<file path="src/rtl/enc_pkg.sv">
// -----------------------------------------------------------------------------
// enc_pkg
// Shared definitions for the encrypt_seq block: sequencer state encoding,
// fixed parameter-byte addresses, the output window base and the preamble pad.
// pad_byte() forms one preamble byte from the current LFSR state.
// -----------------------------------------------------------------------------
package enc_pkg;

   typedef enum logic [2:0] {
      ST_IDLE    = 3'd0,
      ST_RD_LEN  = 3'd1,
      ST_RD_TAPS = 3'd2,
      ST_RD_SEED = 3'd3,
      ST_LOAD    = 3'd4,
      ST_PRE     = 3'd5,
      ST_MSG     = 3'd6,
      ST_DONE    = 3'd7
   } state_e;

   localparam int unsigned ADDR_LEN  = 32'd61;
   localparam int unsigned ADDR_TAPS = 32'd62;
   localparam int unsigned ADDR_SEED = 32'd63;
   localparam int unsigned OUT_BASE  = 32'd64;
   localparam logic [7:0]  PAD       = 8'h5F;

   function automatic logic [7:0] pad_byte(input logic [5:0] lfsr_s);
      return {2'b00, lfsr_s} ^ PAD;
   endfunction

endpackage

</file>
<file path="src/rtl/encrypt_seq_prelen_clamp.sv">
// -----------------------------------------------------------------------------
// prelen_clamp
// Combinational clamp of the raw preamble-length byte into [PRE_MIN, PRE_MAX].
// Ports:
//   raw_i : byte read from the length location
//   len_o : clamped preamble length
// -----------------------------------------------------------------------------
module prelen_clamp #(
   parameter int PRE_MIN = 7,
   parameter int PRE_MAX = 142
) (
   input  logic [7:0] raw_i,
   output logic [7:0] len_o
);

   // Clamp raw length to the legal window.
   always_comb begin
      len_o = raw_i;
      if (raw_i < 8'(PRE_MIN)) begin
         len_o = 8'(PRE_MIN);
      end else if (raw_i > 8'(PRE_MAX)) begin
         len_o = 8'(PRE_MAX);
      end else begin
         len_o = raw_i;
      end
   end

endmodule

</file>
<file path="src/rtl/encrypt_seq.sv">
// -----------------------------------------------------------------------------
// encrypt_seq
// Sequencer that reads preamble length, LFSR taps and seed from memory,
// loads an external 6-bit LFSR, writes a padded preamble and then the
// message XORed with the LFSR stream into the output window at OUT_BASE.
// Optional feature macro: ENCRYPT_SEQ_ABORT_EN adds an abort input that
// returns the sequencer to IDLE without a done pulse.
// Ports:
//   clk, rst_n            : clock, asynchronous active-low reset
//   start                 : request pulse, honoured in IDLE only
//   abort                 : (ENCRYPT_SEQ_ABORT_EN only) cancel a running sequence
//   busy, done            : in-progress flag, one-cycle completion pulse
//   mem_raddr / mem_rdata : combinational memory read port
//   mem_we/waddr/wdata    : memory write port
//   lfsr_state            : current external LFSR value
//   lfsr_en, lfsr_load    : LFSR advance / load strobes
//   taps, seed, pre_len   : registered LFSR configuration and clamped length
// -----------------------------------------------------------------------------
module encrypt_seq
   import enc_pkg::*;
#(
   parameter int AW      = 8,
   parameter int MSG_LEN = 50,
   parameter int PRE_MIN = 7,
   parameter int PRE_MAX = 142
) (
   input  logic          clk,
   input  logic          rst_n,
   input  logic          start,
`ifdef ENCRYPT_SEQ_ABORT_EN
   input  logic          abort,
`endif
   output logic          busy,
   output logic          done,
   output logic [AW-1:0] mem_raddr,
   input  logic [7:0]    mem_rdata,
   output logic          mem_we,
   output logic [AW-1:0] mem_waddr,
   output logic [7:0]    mem_wdata,
   input  logic [5:0]    lfsr_state,
   output logic          lfsr_en,
   output logic          lfsr_load,
   output logic [5:0]    taps,
   output logic [5:0]    seed,
   output logic [7:0]    pre_len
);

   localparam logic [7:0] MSG_LAST = 8'(MSG_LEN - 1);

   state_e     state_q,   state_d;
   logic [7:0] idx_q,     idx_d;
   logic [7:0] pre_len_q, pre_len_d;
   logic [5:0] taps_q,    taps_d;
   logic [5:0] seed_q,    seed_d;
   logic [7:0] clamp_len_s;
   logic       abort_s;

   prelen_clamp #(
      .PRE_MIN (PRE_MIN),
      .PRE_MAX (PRE_MAX)
   ) u_clamp (
      .raw_i (mem_rdata),
      .len_o (clamp_len_s)
   );

`ifdef ENCRYPT_SEQ_ABORT_EN
   // Abort only matters once a sequence is running.
   assign abort_s = abort & (state_q != ST_IDLE);
`else
   assign abort_s = 1'b0;
`endif

   assign taps    = taps_q;
   assign seed    = seed_q;
   assign pre_len = pre_len_q;

   // Next-state and output decode; every strobe defaults low.
   always_comb begin
      state_d   = state_q;
      idx_d     = idx_q;
      pre_len_d = pre_len_q;
      taps_d    = taps_q;
      seed_d    = seed_q;
      busy      = (state_q != ST_IDLE);
      done      = 1'b0;
      mem_raddr = '0;
      mem_we    = 1'b0;
      mem_waddr = '0;
      mem_wdata = 8'h00;
      lfsr_en   = 1'b0;
      lfsr_load = 1'b0;

      if (abort_s) begin
         // Strobes stay at their defaults; abort wins over everything.
         state_d = ST_IDLE;
      end else begin
         case (state_q)
            ST_IDLE: begin
               if (start) begin
                  state_d = ST_RD_LEN;
               end else begin
                  state_d = ST_IDLE;
               end
            end
            ST_RD_LEN: begin
               mem_raddr = AW'(ADDR_LEN);
               pre_len_d = clamp_len_s;
               state_d   = ST_RD_TAPS;
            end
            ST_RD_TAPS: begin
               mem_raddr = AW'(ADDR_TAPS);
               taps_d    = mem_rdata[5:0];
               state_d   = ST_RD_SEED;
            end
            ST_RD_SEED: begin
               mem_raddr = AW'(ADDR_SEED);
               seed_d    = mem_rdata[5:0];
               state_d   = ST_LOAD;
            end
            ST_LOAD: begin
               lfsr_load = 1'b1;
               idx_d     = 8'd0;
               state_d   = ST_PRE;
            end
            ST_PRE: begin
               mem_we    = 1'b1;
               lfsr_en   = 1'b1;
               mem_waddr = AW'(OUT_BASE) + AW'(idx_q);
               mem_wdata = pad_byte(lfsr_state);
               if (idx_q == (pre_len_q - 8'd1)) begin
                  idx_d   = 8'd0;
                  state_d = ST_MSG;
               end else begin
                  idx_d   = idx_q + 8'd1;
               end
            end
            ST_MSG: begin
               mem_raddr = AW'(idx_q);
               mem_we    = 1'b1;
               lfsr_en   = 1'b1;
               // Address wraps modulo 2^AW by truncation of the AW-bit sum.
               mem_waddr = AW'(OUT_BASE) + AW'(pre_len_q) + AW'(idx_q);
               mem_wdata = mem_rdata ^ {2'b00, lfsr_state};
               if (idx_q == MSG_LAST) begin
                  state_d = ST_DONE;
               end else begin
                  idx_d   = idx_q + 8'd1;
               end
            end
            ST_DONE: begin
               done    = 1'b1;
               state_d = ST_IDLE;
            end
            default: begin
               state_d = ST_IDLE;
            end
         endcase
      end
   end

   // State and configuration registers.
   always_ff @(posedge clk or negedge rst_n) begin
      if (!rst_n) begin
         state_q   <= ST_IDLE;
         idx_q     <= 8'd0;
         pre_len_q <= 8'd0;
         taps_q    <= 6'd0;
         seed_q    <= 6'd0;
      end else begin
         state_q   <= state_d;
         idx_q     <= idx_d;
         pre_len_q <= pre_len_d;
         taps_q    <= taps_d;
         seed_q    <= seed_d;
      end
   end

endmodule

</file>
<file path="config.mk">
export PLATFORM = sky130hd
export DESIGN_NAME = encrypt_seq
export DESIGN_NICKNAME = d
export VERILOG_FILES = /design/src/rtl/enc_pkg.sv /design/src/rtl/encrypt_seq_prelen_clamp.sv /design/src/rtl/encrypt_seq.sv
export SDC_FILE = /design/constraint.sdc
export NUM_CORES = 1
export LEC_CHECK = 0
export CAP_MARGIN = 0
export CORE_MARGIN = 2
export CORE_UTILIZATION = 25
export DETAILED_ROUTE_END_ITERATION = 10
export PLACE_DENSITY = 0.45
export RECOVER_POWER = 50
export SLEW_MARGIN = 25
export SYNTH_ARGS = -nofsm -noshare
export SYNTH_HDL_FRONTEND = slang
export SYNTH_SLANG_ARGS = --single-unit
export TNS_END_PERCENT = 50
</file>
<file path="constraint.sdc">
create_clock -name clk -period 3.6 [get_ports clk]
set_clock_uncertainty 0.1 [all_clocks]
set_input_delay 0.54 -clock clk [delete_from_list [all_inputs] [get_ports clk]]
set_output_delay 0.54 -clock clk [all_outputs]
set_load 0.1 [all_outputs]
</file>
# [Word-level counts from Yosys, hierarchy flattened]
# Index checks and enable logic that the tools add are counted.
[op_classes] order_cmp=2 n_mul=0 reduce_logical=6 eq_ne=12 div_mod_pow=0 mux=15 addsub=5 n_bitwise=2 n_shift=0
[ops] operator="2-to-1 mux 8 bit" count=4
[ops] operator="one-hot mux 8 bit (2 select lines)" count=2
[ops] operator="one-hot mux 8 bit (4 select lines)" count=1
[ops] operator="one-hot mux 3 bit (8 select lines)" count=1
[ops] operator="one-hot mux 8 bit (3 select lines)" count=1
[ops] operator="adder 7 x 8 -> 8 bit (first input constant)" count=2
[ops] operator="equality test 3 bit (second input constant)" count=4
[ops] operator="adder 8 x 1 -> 8 bit (second input constant)" count=1
[ops] operator="adder 8 bit" count=1
[ops] operator="equality test 8 x 6 -> 1 bit (second input constant)" count=1
[ops] operator="equality test 8 bit" count=1
[ops] operator="> comparator 8 bit (second input constant)" count=1
[ops] operator="< comparator 8 x 3 -> 1 bit (second input constant)" count=1
[ops] operator="subtractor 8 x 1 -> 8 bit (second input constant)" count=1
[ops] operator="XOR 8 x 6 -> 8 bit" count=1
[ops] operator="equality test 3 x 2 -> 1 bit (second input constant)" count=2
[ops] operator="2-to-1 mux 3 bit" count=2
[ops] operator="inequality test 2 bit (second input constant)" count=3
[ops] operator="inverter 5 -> 6 bit" count=1
[ops] operator="nonzero test 3 bit" count=2
[ops] operator="2-to-1 mux 1 bit" count=4
[ops] operator="AND reduction 2 bit" count=2
[ops] operator="equality test 3 x 1 -> 1 bit (second input constant)" count=1
[ops] operator="zero test 3 bit" count=1
[ops] operator="OR reduction 2 bit" count=1
[word_totals] inputBits=17 ram_bits=0 elab_cells=47 output_inout_bits=49 memories=0 ff_bits=31 latchBits=0 mem_bits_ro=0

# [Logic depth before layout (Yosys ltp)]
# Gate-level depths: netlist of the first run.
[logic_depth] ltp_word=4 mapped_depth=10 mapped_depth_nobuf=10

# [By module]
# Synthesis of the first run repeated with hierarchy kept, for this count alone.
[unflattened] hier_cells=280 hier_area_um2=2427.3
[by_module_without_submodules] mod="encrypt_seq" n_inst=1 seq_area_each_um2=775.7 cells_per_inst=266 area_each_um2=2338.5
[by_module_without_submodules] mod="prelen_clamp" n_inst=1 seq_area_each_um2=0.0 cells_per_inst=14 area_each_um2=88.8

# [Worst setup path after synthesis of the first run]
# OpenSTA, ideal clock, no wires.
[synth_path] path_type="register to output" from="reg pre_len_q[3], in the netlist pre_len[3]" to="out mem_waddr[5]" slack_ns=-1.492 n_path_buf=0 path_stages_with_launch=7 t_arrival_ns=4.452 t_required_ns=2.960 path_cell_list="dfrtp_1 ha_1 ha_1 nor2b_1 o21ai_0 a21boi_0 o31ai_1"
[synth_between] elab_chain_len=3
[synth_rtl] item="start: declaration" line_no="encrypt_seq.sv:52" source="logic [7:0] pre_len_q, pre_len_d;"
[synth_rtl] item="start signal: assignment" line_no="encrypt_seq.sv:172" source="pre_len_q <= pre_len_d;"
[synth_rtl] item="adder 7 x 8 -> 8 bit" line_no="encrypt_seq.sv:142" source="mem_waddr = AW'(OUT_BASE) + AW'(pre_len_q) + AW'(idx_q);"
[synth_rtl] item="adder 8 bit" line_no="encrypt_seq.sv:142"
[synth_rtl] item="one-hot mux 8 bit (2 select lines)" line_no="encrypt_seq.sv:97" source="case (state_q)"
[synth_rtl] item="end: declaration" line_no="encrypt_seq.sv:38" source="output logic [AW-1:0] mem_waddr,"
# No other way between the ends.

# [Worst setup path in the final report of the first run]
[layout_path] from="reg idx_q[1]" to="out mem_waddr[7]"
[layout_between] elab_chain_len=2 word_cells_on_any_way=3 cone_classes="add/sub (2); mux (1)"
[layout_rtl] item="start: declaration" line_no="encrypt_seq.sv:51" source="logic [7:0] idx_q, idx_d;"
[layout_rtl] item="start signal: assignment" line_no="encrypt_seq.sv:171" source="idx_q <= idx_d;"
[layout_rtl] item="adder 8 bit / adder 7 x 8 -> 8 bit (equally long branches)" line_no="encrypt_seq.sv:142, encrypt_seq.sv:128"
[layout_rtl] item="one-hot mux 8 bit (2 select lines) *" line_no="encrypt_seq.sv:97"
# Every way passes the cells marked *; elsewhere a longest branch is shown, timed or not.

==> results.json, run 1 <==
{
  "status": "complete, no violations",
  "final_net_count": 414,
  "die_h_um": 105,
  "cts_buffers": 5,
  "yosysSeqAreaShare_pct": 30.7,
  "worst_hold_path.num_cells": 2,
  "setup_repair_after_global_routing_missed_its_margin": "false",
  "critical_path_arrival_ns": 2.82,
  "coreArea_um2": 9820,
  "crit_path_end_kind": "output port",
  "timing_worst_slew_pin_value_ns": 1.18,
  "ff2ff_setup_slack_ns": 0.99,
  "synth_area_leader_cell": "sky130_fd_sc_hd__dfrtp_1",
  "syn-cell-area_um2": 2530,
  "die_w_um": 105,
  "ctsRootBufferMaster": "sky130_fd_sc_hd__clkbuf_8",
  "synthesis.area_per_instance_um2": 8.13,
  "grt_pass1_wl_um": 13100,
  "worst_hold_startpoint": "seed[0]",
  "vias": 2424,
  "final_layout_size_suffix_gt1_share_pct": 17.3,
  "worst-endpoint-required_ns": 2.96,
  "floorplan.io_pins": 66,
  "distinct_cell_type_count_of_the_synthesized_netlist": 48,
  "timing.final.hold_violations": 0,
  "worst_skew_pair.late_latency_ns": 0.29,
  "path_class": "reg -> out",
  "top_post_synthesis_cells_by_area": "sky130_fd_sc_hd__dfrtp_1, sky130_fd_sc_hd__ha_1, sky130_fd_sc_hd__nand2_1",
  "critical-path-max-stage-delay_ns": 0.46,
  "grt_max_degree": 17,
  "via_count_of_the_first_global_routing_pass": 2393,
  "die_footprint_um2": 10900,
  "grt_antenna_before_repair": 0,
  "final_max_slew_viol_count": 0,
  "routed_wire_length_per_instance_um": 16.2,
  "cp_max_fo": 7,
  "cts_tree": "done",
  "syn2layout_area_growth_pct": 43.4,
  "detailedRoute.firstPassIterationCount": 5,
  "fillCellCount": 1050,
  "cpMaxStageDelayCell": "sky130_fd_sc_hd__dfrtp_2",
  "synth_seq_cells": 31,
  "placer_s_final_routability_congestion_estimate": 0.811,
  "finalWorstPathRequiredPeriod_ns": 3.46,
  "dpl.hpwl_um": 6450,
  "max_freq_ghz": 0.289,
  "grt_remaining_overflow": 0,
  "drt_first_iter_violations": 146,
  "whs_endpoint": "seed[0]",
  "post_synth_inst_count": 311,
  "primary_flip_flop_cell_chosen_by_synthesis_mapping": "sky130_fd_sc_hd__dfrtp_1",
  "synth_edf_count": 0,
  "total_grt_usage_pct": 15.3,
  "yosysWarnings": 0,
  "crit_path_cell_trace": "ha_1, ha_1, inv_1, fa_1, nor2b_1, o21ai_0, a21boi_1, o21ai_0, a211o_1, nand3_1, buf_12",
  "post_drt_via_cell_ratio": 4.76,
  "reg2regPathDepth": 8,
  "maxSlewHeadroom_pct": 21.9,
  "clock_path_buffers": 2,
  "post_cts_hold_buffer_count": 0,
  "antenna_violating_nets_left": 0,
  "final_min_period_over_clock_period_pct": 96.0,
  "synth_top_area_share_pct": 30.7,
  "synth_async_sr_flop_share_pct": 100,
  "timing.rr.end": "idx_q[1]",
  "synthesis.nets": 350,
  "ctsHtreeMaxLevel": 2,
  "worst_r2r_startpoint": "pre_len[0]",
  "rows": 36,
  "setup.worst_path.start": "idx_q[1]",
  "hold_path.class": "reg -> reg",
  "start_kind": "flop",
  "detail_route.wirelength_um": 8220,
  "path_clk_slew_ns": 0.08,
  "stdcell_count": 509,
  "initial_core_util_pct": 25.8,
  "port_buffers": 65,
  "antenna_cells": 0,
  "numPlacedInstances": 501,
  "report.final.setup_viol": 0,
  "finalHoldWorstSlack_ns": 0.392,
  "detail_route.drc_violations": 0,
  "number_of_sinks_driven_by_the_clock_tree": 31,
  "max_cap_viol_count": 0
}
## cell type report
class | instances | area, µm² | area share [%]
Clock buffer | 6 | 82.6 | 2.28
Clock inverter | 2 | 35.0 | 0.966
Inverter | 19 | 71.3 | 1.97
Multi-Input combinational cell | 242 | 1640 | 45.3
Sequential cell | 31 | 779 | 21.5
Tap cell | 133 | 166 | 4.59
Timing Repair Buffer | 76 | 851 | 23.4
## worst max-delay path: cells and delay by family, from the launching register on
| kind | cells | cell delay, ns |
|---|---|---|
| AND/OR/NAND/NOR | 2 | 0.25 |
| buffers and inverters | 2 | 0.25 |
| flip-flops | 1 | 0.46 |
| AO/OA/AOI/OAI | 4 | 0.74 |
| adder cells (fa/ha/maj) | 3 | 0.84 |
## cells by family after synthesis
kind of cell    count (synthesis)  synth area share (%)
simple gates                  119                  22.2
flops                          31                  30.7
fa+ha+maj                      22                  11.2
compound gates                 73                  19.1
buf+inv                        38                  5.93
mux                            10                  4.35
xor+xnor                       18                  6.53
## metal layers
metal  GRT usage, %  vias to the layer above  wire length, µm  part of all wire [%]
met5              0                        -                0                     0
met4           4.48                        0              108                   1.3
met3           2.56                        9              330                   4.0
met2           23.4                       51             3760                    46
met1           22.1                     1158             4020                    49
li1               -                     1206                -                     -
## placed cells by master, fill, tap and decap left out, types with 3 or more instances in the layout
cell and instances:
sky130_fd_sc_hd__nand2_1 55, sky130_fd_sc_hd__clkdlybuf4s50_1 34, sky130_fd_sc_hd__dfrtp_1 28, sky130_fd_sc_hd__nor2_1 23, sky130_fd_sc_hd__ha_1 21, sky130_fd_sc_hd__inv_1 19
sky130_fd_sc_hd__a21oi_1 19, sky130_fd_sc_hd__o21ai_0 18, sky130_fd_sc_hd__buf_4 17, sky130_fd_sc_hd__buf_12 17, sky130_fd_sc_hd__xnor2_1 10, sky130_fd_sc_hd__nand4_1 8
sky130_fd_sc_hd__nand3_1 8, sky130_fd_sc_hd__mux2_2 8, sky130_fd_sc_hd__xor2_1 7, sky130_fd_sc_hd__and3_1 6, sky130_fd_sc_hd__clkbuf_8 6, sky130_fd_sc_hd__clkbuf_1 6
sky130_fd_sc_hd__and2_1 5, sky130_fd_sc_hd__o21a_1 4, sky130_fd_sc_hd__o22ai_1 4, sky130_fd_sc_hd__o21ai_2 3, sky130_fd_sc_hd__nand3b_1 3, sky130_fd_sc_hd__dfrtp_2 3
## through the flow
step / cell area [µm²] / setup TNS, ns / util (%) / setup WS [ns]
3_5_place_dp: 3530 / 0 / 36.0 / 0.376
6_report: 3630 / 0 / 37.0 / 0.143
2_1_floorplan: 2570 / -2.33 / - / -0.522
3_3_place_gp: 3530 / 0 / 36.0 / 0.427
4_1_cts: 3650 / 0 / 37.2 / 0.0529
5_1_grt: 3630 / 0 / 37.0 / 0.00408
## cell usage after synthesis, types with 3 or more instances
library cell and n:
sky130_fd_sc_hd__a21oi_1 19, sky130_fd_sc_hd__and2_1 5, sky130_fd_sc_hd__and3_1 6, sky130_fd_sc_hd__buf_2 3, sky130_fd_sc_hd__clkbuf_1 14, sky130_fd_sc_hd__dfrtp_1 31
sky130_fd_sc_hd__ha_1 21, sky130_fd_sc_hd__inv_1 19, sky130_fd_sc_hd__mux2_2 8, sky130_fd_sc_hd__nand2_1 55, sky130_fd_sc_hd__nand3_1 8, sky130_fd_sc_hd__nand3b_1 3
sky130_fd_sc_hd__nand4_1 8, sky130_fd_sc_hd__nor2_1 23, sky130_fd_sc_hd__o21a_1 4, sky130_fd_sc_hd__o21ai_0 22, sky130_fd_sc_hd__o22ai_1 5, sky130_fd_sc_hd__o31ai_1 3
sky130_fd_sc_hd__xnor2_1 10, sky130_fd_sc_hd__xor2_1 7
## registers in the layout, indices dropped and copies added, names as in the netlist
signal   cells
idx_q        8
pre_len      8
seed         6
state_q      3
taps         6
## how the worst max path moves through the flow
stage                    to  slack [ns]  depth (start not counted)
2_1_floorplan  mem_waddr[7]       -0.52                         10
5_1_grt        mem_waddr[7]       0.004                         11
3_5_place_dp   mem_waddr[7]        0.38                         11
6_report       mem_waddr[7]        0.14                         11
3_3_place_gp   mem_waddr[7]        0.43                         11
4_1_cts        mem_waddr[7]        0.05                         11
## timing repair
| item | CTS | global route |
|---|---|---|
| gates resized for setup | 0 | 2 |
| setup buffers | 0 | 0 |
| setup endpoints to repair | 0 | 1 |
Power of run 1 is left out: the tool's default activity adds up to more than one toggle a clock period on the data nets, which glitch-free logic cannot reach.
==> run 2: changes to the inputs <==
- SKIP_CTS_REPAIR_TIMING: unset -> 1
==> results of run 2 <==
Same layout as run 1: the final DEF is identical, and so are final timing and power.
Power of run 2 is left out for the same reason.
